`config.mk`:
```
export PLATFORM = sky130hd
export DESIGN_NAME = irq_timer_ctrl
export DESIGN_NICKNAME = d
export VERILOG_FILES = /design/src/rtl/irq_timer_pkg.sv /design/src/rtl/irq_timer.sv /design/src/rtl/irq_timer_ctrl.sv
export SDC_FILE = /design/constraint.sdc
export NUM_CORES = 1
export LEC_CHECK = 0
export ABC_AREA = 1
export BUFFER_PORTS_ARGS = -buffer_cell sky130_fd_sc_hd__buf_2
export CAP_MARGIN = 15
export CORE_ASPECT_RATIO = 1.4
export CORE_MARGIN = 5
export CORE_UTILIZATION = 24
export DETAILED_ROUTE_END_ITERATION = 8
export GPL_TIMING_DRIVEN = 0
export PLACE_DENSITY = 0.52
export SYNTH_ARGS = -nofsm -noshare
export SYNTH_HDL_FRONTEND = slang
export SYNTH_SLANG_ARGS = --single-unit
```
`constraint.sdc`:
```
create_clock -name i_clk -period 1.5 [get_ports i_clk]
set_input_delay 0.225 -clock i_clk [delete_from_list [all_inputs] [get_ports i_clk]]
set_output_delay 0.225 -clock i_clk [all_outputs]
set_load 0.05 [all_outputs]
```
`src/rtl/irq_timer_pkg.sv`:
```
// rtl/irq_timer_pkg.sv - shared register map and field indices for the interrupt/timer block
package irq_timer_pkg;

    localparam int NUM_SRC     = 8;
    localparam int TIMER_SRC   = 0;
    localparam int TCTL_EN     = 0;
    localparam int TCTL_RELOAD = 1;

    typedef enum logic [2:0] {
        REG_PEND    = 3'd0,
        REG_MASK    = 3'd1,
        REG_EDGE    = 3'd2,
        REG_TCTL    = 3'd3,
        REG_TLOAD_L = 3'd4,
        REG_TLOAD_H = 3'd5,
        REG_TSNAP_L = 3'd6,
        REG_TSNAP_H = 3'd7
    } reg_off_e;

endpackage

```
`src/rtl/irq_timer.sv`:
```
// rtl/irq_timer.sv - prescaled 16-bit down counter with reload/one-shot and snapshot
module irq_timer
    import irq_timer_pkg::*;
#(
    parameter int DIV = 256
) (
    input  logic        i_clk,
    input  logic        i_rst,
    input  logic        i_tctl_wr,
    input  logic        i_tload_l_wr,
    input  logic        i_tload_h_wr,
    input  logic        i_snap_wr,
    input  logic [7:0]  i_wdata,
    output logic        o_en,
    output logic        o_reload,
    output logic [15:0] o_tload,
    output logic [15:0] o_snap,
    output logic        o_term
);

    localparam int            PW       = (DIV > 1) ? $clog2(DIV) : 1;
    localparam logic [PW-1:0] PRE_LAST = PW'(DIV - 1);

    logic          r_en;
    logic          r_reload;
    logic [15:0]   r_tload;
    logic [15:0]   r_count;
    logic [15:0]   r_snap;
    logic [PW-1:0] r_pre;

    logic w_wrap;
    logic w_term;
    logic w_start;

    assign w_wrap  = r_en && (r_pre == PRE_LAST);
    assign w_term  = w_wrap && (r_count == 16'd1);
    assign w_start = i_tctl_wr && !r_en && i_wdata[TCTL_EN];

    always_ff @(posedge i_clk) begin
        if (i_rst) begin
            r_en     <= 1'b0;
            r_reload <= 1'b0;
            r_tload  <= 16'd0;
            r_count  <= 16'd0;
            r_snap   <= 16'd0;
            r_pre    <= '0;
        end else begin
            if (i_tload_l_wr) r_tload[7:0]  <= i_wdata;
            if (i_tload_h_wr) r_tload[15:8] <= i_wdata;
            if (i_snap_wr)    r_snap        <= r_count;

            // A count of 0 simply wraps to FFFF, giving TLOAD=0 a 65536-tick period
            if (w_start) begin
                r_count <= r_tload;
                r_pre   <= '0;
            end else if (r_en) begin
                if (w_wrap) begin
                    r_pre <= '0;
                    if (w_term) r_count <= r_reload ? r_tload : 16'd0;
                    else        r_count <= r_count - 16'd1;
                end else begin
                    r_pre <= r_pre + PW'(1);
                end
            end

            // An explicit TCTL write overrides the one-shot self-disable
            if (i_tctl_wr) begin
                r_en     <= i_wdata[TCTL_EN];
                r_reload <= i_wdata[TCTL_RELOAD];
            end else if (w_term && !r_reload) begin
                r_en <= 1'b0;
            end
        end
    end

    assign o_en     = r_en;
    assign o_reload = r_reload;
    assign o_tload  = r_tload;
    assign o_snap   = r_snap;
    assign o_term   = w_term;

endmodule

```
`src/rtl/irq_timer_ctrl.sv`:
```
// rtl/irq_timer_ctrl.sv - byte-bus interrupt controller: decode, sync, edge detect, PEND/MASK/EDGE, intr
module irq_timer_ctrl
    import irq_timer_pkg::*;
#(
    parameter logic [15:0] BASE        = 16'hFF00,
    parameter int          DIV         = 256,
    parameter int          SYNC_STAGES = 2
) (
    input  logic        i_clk,
    input  logic        i_rst,
    input  logic        i_read,
    input  logic [15:0] i_address,
    input  logic [7:0]  i_wdata,
    output logic [7:0]  o_rdata,
    output logic        o_sel,
    input  logic [7:1]  i_irq_in,
    output logic        o_intr
);

    logic [NUM_SRC-1:0] r_pend;
    logic [NUM_SRC-1:0] r_mask;
    logic [NUM_SRC-1:0] r_edge;
    logic [7:1]         r_sync_prev;
    logic               r_intr;

    logic [7:1]         w_sync;
    logic [7:1]         w_ext_set;
    logic [NUM_SRC-1:0] w_set;
    logic [NUM_SRC-1:0] w_w1c;
    logic               w_sel;
    logic               w_wr;
    reg_off_e           w_off;
    logic               w_en;
    logic               w_reload;
    logic               w_term;
    logic [15:0]        w_tload;
    logic [15:0]        w_snap;

    assign w_sel = (i_address[15:3] == BASE[15:3]);
    assign w_wr  = !i_read && w_sel;
    assign w_off = reg_off_e'(i_address[2:0]);

    generate
        if (SYNC_STAGES == 0) begin : g_nosync
            assign w_sync = i_irq_in;
        end else begin : g_sync
            logic [7:1] r_sync [SYNC_STAGES];
            always_ff @(posedge i_clk) begin
                if (i_rst) begin
                    for (int i = 0; i < SYNC_STAGES; i++) r_sync[i] <= '0;
                end else begin
                    r_sync[0] <= i_irq_in;
                    for (int i = 1; i < SYNC_STAGES; i++) r_sync[i] <= r_sync[i-1];
                end
            end
            assign w_sync = r_sync[SYNC_STAGES-1];
        end
    endgenerate

    assign w_ext_set = (r_edge[7:1] & w_sync & ~r_sync_prev) | (~r_edge[7:1] & w_sync);

    always_comb begin
        w_set            = {w_ext_set, 1'b0};
        w_set[TIMER_SRC] = w_term;
    end

    assign w_w1c = (w_wr && w_off == REG_PEND) ? i_wdata : 8'h00;

    irq_timer #(
        .DIV(DIV)
    ) u_timer (
        .i_clk        (i_clk),
        .i_rst        (i_rst),
        .i_tctl_wr    (w_wr && w_off == REG_TCTL),
        .i_tload_l_wr (w_wr && w_off == REG_TLOAD_L),
        .i_tload_h_wr (w_wr && w_off == REG_TLOAD_H),
        .i_snap_wr    (w_wr && w_off == REG_TSNAP_L),
        .i_wdata      (i_wdata),
        .o_en         (w_en),
        .o_reload     (w_reload),
        .o_tload      (w_tload),
        .o_snap       (w_snap),
        .o_term       (w_term)
    );

    always_ff @(posedge i_clk) begin
        if (i_rst) begin
            r_pend      <= '0;
            r_mask      <= '0;
            r_edge      <= '0;
            r_sync_prev <= '0;
            r_intr      <= 1'b0;
        end else begin
            // Set is OR-ed after the clear so a coincident source event survives W1C
            r_pend      <= (r_pend & ~w_w1c) | w_set;
            r_sync_prev <= w_sync;
            r_intr      <= |(r_pend & r_mask);
            if (w_wr && w_off == REG_MASK) r_mask <= i_wdata;
            if (w_wr && w_off == REG_EDGE) r_edge <= i_wdata;
        end
    end

    always_comb begin
        o_rdata = 8'h00;
        if (w_sel) begin
            case (w_off)
                REG_PEND:    o_rdata = r_pend;
                REG_MASK:    o_rdata = r_mask;
                REG_EDGE:    o_rdata = r_edge;
                REG_TCTL:    o_rdata = {6'b0, w_reload, w_en};
                REG_TLOAD_L: o_rdata = w_tload[7:0];
                REG_TLOAD_H: o_rdata = w_tload[15:8];
                REG_TSNAP_L: o_rdata = w_snap[7:0];
                REG_TSNAP_H: o_rdata = w_snap[15:8];
                default:     o_rdata = 8'h00;
            endcase
        end
    end

    assign o_sel  = w_sel;
    assign o_intr = r_intr;

endmodule

```
==> metrics.txt, run 1 <==
top cells by count, synth nor2_1 (147), nand2_1 (136), inv_1 (120); largest net degree at the start of global routing 19; Die X 135.4 um; number of synthesized flops with an enable pin 0; first-pass GRT wire length 28460 um; GRT overflow 0; setup TNS -2.203 ns; # diodes 0; vias in the first global route 5352; Root Buffer clkbuf_16; synth top area cells dfxtp_1 (39%), nor2_1 (10%), nand2_1 (9.7%); Synth Instances 777; Starting Density 24.26%; status complete, but fails checks; critical path, cell by cell ha_4 > nand2_4 > nor2_4 > nand2_2 > nor2_4 > nand3_4 > buf_4 > nand2_2 > nand2_1 > nand2_1 > nand2_1 > nor2_1 > nor2_1; DP HPWL 13820 um; worst setup margin -0.1599 ns; DIE AREA 25120 um^2; Final nets 919; most used cell, CP nand2_1; Setup violations, final 25; Area Growth Syn to Fin 45.06%; failing checks setup timing; Fmax achieved 602.5 MHz; Synth cell types 36; # IOs 44; port bufs 43; Post-synth ARST share 0%; Die H 185.6 um; Avg Inst Size Synth 6.800 um^2; relative slew slack 56.90%; Non-Filler Instances 1184; crit end category flip-flop; leakage 3.218 nW; total wire length 18510 um; Power per Cell Area 727.3 nW/um^2; ys flop type dfxtp_1; CTS max path bufs 2; vias per cell 4.635; final worst-path cycle share 110.7%; 1st-pass router iterations 4; pre-CTS setup slack -0.6144 ns; initial antenna violation count 0; placed cell count 1117; worst-skew pair later-pin latency 0.35 ns; GRT Resource Usage Total 14.56%; H-tree depth 3; Max Transition Viols Final 0; fraction of layout cells with a size suffix above 1 39.68%; crit path kind reg2reg; Critical Path AT 1.89 ns; GPL Wtd Cong 0.9245; Yosys warnings 0; TritonCTS Buffers 9; max-cap violations 0; worst hold path class in2reg; maximum fanout along the worst path 7; largest area contributor in the netlist dfxtp_1; CP Launch Type flip-flop; Final ANT Viol Nets 0; Max stage delay on crit path 0.36 ns; Clock transition at path regs 0.07 ns; CTS Hold Bufs 0; Initial DRC Count 264; Syn Nets 814; fin crit period 1.660 ns; Final Hold Vio Count 0; Yosys reg bits 104; Synth Cell Area 5284 um^2; DRC 0; TritonCTS clock tree yes; post-synthesis sequential area ratio 39.40%; Site Rows 64; RSZ-0062 raised after global routing true; Clock Sinks 104; slowest CP cell dfxtp_4; wire length per cell 15.63 um; WHS 0.08198 ns; via count 5488; Max IR drop VDD 443.8 uV; Layout Skew 0.01193 ns; count leader, synth nor2_1; FILL cells 2346; actual slew at the worst max-slew pin 0.6465 ns; post-synth top area share 39.40%; Crit path required time 1.73 ns; core area 21780 um^2
## path summary, 6_finish.rpt
kind / to / slack, ns / start / cells after the start
worst max-delay path: u_timer.r_count[8] / -0.16 / u_timer.r_pre[0] / 13
worst min-delay path: g_sync.r_sync[0][6] / 0.08 / i_irq_in[7] / 3
worst max register to register: u_timer.r_count[8] / -0.16 / u_timer.r_pre[0] / 13
worst min register to register: g_sync.r_sync[0][12] / 0.41 / g_sync.r_sync[0][5] / 2
## logic make-up (layout without fill, tap and decap cells)
logic type | count (synthesis) | after routing | share of synthesized area, %
AOI/OAI and AO/OA | 130 | 130 | 15.79
buffers and inverters | 152 | 262 | 11.39
adders and majority gates | 3 | 3 | 0.7105
and+or+nand+nor | 381 | 381 | 31.54
xor gates and xnor gates | 7 | 7 | 1.160
DFF | 104 | 104 | 39.40
## state kept, by name, summed over array words and instances, names as in the netlist
register,count
r_pend,8
u_timer.o_tload,16
u_timer.o_en,1
u_timer.o_snap,16
u_timer.r_pre,8
r_edge,8
u_timer.o_reload,1
r_sync_prev,7
r_mask,8
g_sync.r_sync,14
u_timer.r_count,16
o_intr,1
## cell type report
type	instances	area, um^2	area share [%]
Buffer	27	183.9	2.400
Clock buffer	9	225.2	2.938
Clock inverter	7	78.83	1.028
Inverter	123	489.2	6.383
Multi-Input combinational cell	521	3387	44.19
Sequential cell	104	2157	28.14
Tap cell	297	371.6	4.848
Timing Repair Buffer	96	772.0	10.07
## repair_timing
| action | 4_1_cts | 5_1_grt |
|---|---|---|
| endpoints found under the setup margin | 35 | 48 |
| hold endpoints to repair | 0 | 0 |
| pin swaps | 44 | 30 |
| resized for setup | 205 | 118 |
| setup buffers | 24 | 26 |
| gates cloned | 2 | 1 |
## per-layer routing
metal / track usage (%) / up-vias / part of all wire, %
met5: 0 / - / 0
met4: 8.713 / 0 / 6.3
met3: 2.001 / 59 / 3.2
met2: 27.69 / 132 / 54
met1: 14.95 / 2545 / 37
li1: - / 2752 / -
## cells in the final DEF, fill, tap and decap left out, types with 6 or more instances in the layout
cell       count
nor2_1       114
nand2_1      104
inv_1         82
dfxtp_1       58
a211oi_1      50
buf_4         46
nand3_1       43
dfxtp_2       39
buf_2         37
inv_2         35
nor2_4        29
nand2_2       26
a21oi_1       22
buf_6         16
nand4_1       14
nor2_2        13
clkbuf_16     11
clkbuf_1      11
o21ai_2       10
nand3_2        9
buf_8          7
o21ai_1        7
a21oi_2        7
o21ai_0        7
dfxtp_4        7
nand2_4        6
## report_power, final
| group | total, mW | leakage [nW] | switching [mW] | internal, mW |
|---|---|---|---|---|
| Clock | 2.42 | 0.144 | 1.11 | 1.31 |
| Combinational | 0.360 | 2.21 | 0.236 | 0.124 |
| Sequential | 2.79 | 0.868 | 0.0165 | 2.78 |
## per-stage QoR
step,area [um^2],util (%),power [mW]
detailed placement,5979,27.45,3.137
finish,7665,35.19,5.575
global route,7665,35.19,5.786
CTS,7139,32.78,5.593
global placement,5979,27.45,3.135
floorplan,5393,-,3.002
## worst max-delay path: cells and delay by family, from the launching register on
kind	cells	cell delay (ns)
and+or+nand+nor	11	0.88
DFF	1	0.36
buffers and inverters	1	0.17
adders and majority gates	1	0.14
(Power assumes the default switching activity.)
==> run 2: changes to the inputs <==
Settings changed: SKIP_CTS_REPAIR_TIMING from default to 1.
==> run 2 against run 1 <==
Compared with the run above:
- the run still ends with setup timing left
- sequential power hardly changed
- cell area is 4.9% lower
- sequential cell count stayed put
- via count is 2.6% lower
- sequential share of layout area is 1.0 points higher
- setup slack worse by 0.090 ns
==> metrics.txt, run 2 (synthesized netlist as in run 1, its figures left out) <==
1st-pass router iterations 5 (+1); Final Hold Vio Count 0 (unchanged); TritonCTS Buffers 9 (unchanged); Final ANT Viol Nets 0 (unchanged); maximum fanout along the worst path 8 (+1); relative slew slack 56.46% (-0.44 points); commonest non-fill, non-tap cell in the layout nor2_1; max-cap violations 0 (unchanged); TritonCTS clock tree yes; GPL Wtd Cong 0.9245 (unchanged); DP HPWL 13820 um (unchanged); Final Instance Area 7291 um^2 (-4.9%); crit path kind in2out; total wire length 17890 um (-3.4%); leakage 3.041 nW (-5.5%); slowest CP cell buf_12; Root Buffer clkbuf_16; Critical Path AT 1.52 ns (-0.37 ns); worst-skew pair later-pin latency 0.35 ns (about the same); critical path, cell by cell buf_12 > clkinvlp_4 > buf_6 > nor3_4 > buf_12 > inv_2 > o22ai_1 > a21oi_1 > a21oi_4 > buf_6; Layout Skew 0.01093 ns (-0.001003 ns); Clock transition at path regs 0.08 ns (about the same); H-tree depth 3 (unchanged); actual slew at the worst max-slew pin 0.6531 ns (+0.006558 ns); CP Launch Type primary input; Die X 135.4 um (unchanged); Crit path max-delay family buffers and inverters; RSZ-0062 raised after global routing true; final worst-path cycle share 116.7% (+6.0 points); crit end category primary output; Final nets 896 (-2.5%); first-pass GRT wire length 27340 um (-4.0%); Max Transition Viols Final 0 (unchanged); failing checks setup timing; CP startpoint i_address[1]; DRC 0 (unchanged); port bufs 43 (unchanged); most frequent cells in the layout nor2_1 (125), nand2_1 (111), inv_1 (106); WHS 0.07892 ns (-0.003056 ns); Starting Density 24.26% (unchanged); Clock Sinks 104 (unchanged); critical path depth 10 (-3); vias in the first global route 5135 (-4.1%); fin crit period 1.750 ns (+0.09013 ns); Site Rows 64 (unchanged); largest net degree at the start of global routing 19 (unchanged); Initial DRC Count 320 (+21%); Crit path required time 1.27 ns (-0.46 ns); wire length per cell 15.41 um (-1.4%); Setup violations, final 25 (unchanged); via count 5348 (-2.6%); R2R Setup Slk -0.17 ns (about the same); DIE AREA 25120 um^2 (unchanged); initial antenna violation count 0 (unchanged); Max stage delay on crit path 0.18 ns (-0.18 ns); vias per cell 4.606 (-0.62%); worst setup margin -0.2500 ns (-0.09013 ns); GRT overflow 0 (unchanged); CP bufs+invs 6 (+5); CTS max path bufs 2 (unchanged); # diodes 0 (unchanged); DP Area 5979 um^2 (unchanged); fraction of layout cells with a size suffix above 1 28.82% (-11 points); R2R depth 13 (unchanged); Power per Cell Area 763.0 nW/um^2 (+4.9%); FF-to-FF End u_timer.r_count[4]; Die H 185.6 um (unchanged); worst hold path class in2reg; end of the critical path o_rdata[0]; # IOs 44 (unchanged); Area Growth Syn to Fin 37.98%; origin of the critical flop-to-flop path u_timer.r_pre[0]; Max IR drop VDD 456.4 uV (+2.8%); core area 21780 um^2 (unchanged); Fmax achieved 571.4 MHz (-5.2%); GRT Resource Usage Total 14.01% (-0.55 points); status complete, but fails checks
[run 2: cell count changes in the layout (fill, tap and decap cells not counted), sizes merged]
cell,previous run,this run
clkinvlp,2,4
buf,109,87
clkbuf,23,22
inv,124,123
clkinv,3,2
[run 2: power breakdown]
group	internal (mW)	switching, mW
clock network	1.31	1.11
logic	0.117	0.229
registers	2.78	0.0144
[run 2: layout make-up]
cell class,instances,area [um^2]
Timing Repair Buffer,72,584.3
Fill cell,2390,14490
Tap cell,297,371.6
Clock buffer,9,225.2
Clock inverter,7,78.83
Inverter,123,479.2
Buffer,28,186.4
Sequential cell,104,2128
Multi-Input combinational cell,521,3237
[run 2: how the worst min path moves through the flow]
| stage | startpoint | to | depth (start not counted) | slack (ns) |
|---|---|---|---|---|
| final | i_irq_in[6] | g_sync.r_sync[0][5] | 3 | 0.08 |
| after global routing | i_irq_in[5] | g_sync.r_sync[0][4] | 3 | 0.10 |
| after CTS | i_irq_in[6] | g_sync.r_sync[0][5] | 3 | 0.07 |
| after detailed placement | g_sync.r_sync[0][5] | g_sync.r_sync[0][12] | 2 | 0.40 |
| after global placement | g_sync.r_sync[0][2] | g_sync.r_sync[0][9] | 2 | 0.39 |
| after floorplan | i_irq_in[1] | g_sync.r_sync[0][0] | 2 | 0.33 |
[run 2: worst reg2reg max path, cell delays in order (launching register included)]
cell       delay (ns)
dfxtp_4          0.37
ha_4             0.14
nand2_4          0.05
nor2_4           0.12
nand2_2          0.09
nor2_4           0.12
nand3_4          0.14
clkbuf_16        0.20
nand2_2          0.05
o21ai_1          0.05
nand2_1          0.05
nand3_1          0.06
nand2_1          0.07
inv_1            0.05
[run 2: routing by layer]
layer / up-vias / track usage, % / part of all wire [%]
li1: 2711 / - / -
met1: 2429 / 14.59 / 37
met2: 145 / 26.77 / 53
met3: 63 / 1.731 / 3.6
met4: 0 / 7.947 / 6.4
met5: - / 0 / 0
[run 2: metrics by stage]
stage	cells	worst slack [ns]	util [%]	total power, mW	setup TNS, ns
2_1_floorplan	777	-0.05065	-	3.002	-0.4268
3_3_place_gp	1117	-0.6320	27.45	3.135	-31.92
3_5_place_dp	1117	-0.6144	27.45	3.137	-31.12
4_1_cts	1133	-0.7562	28.85	5.566	-12.69
5_1_grt	1161	-0.3050	33.47	5.774	-6.434
6_report	1161	-0.2500	33.47	5.563	-3.984
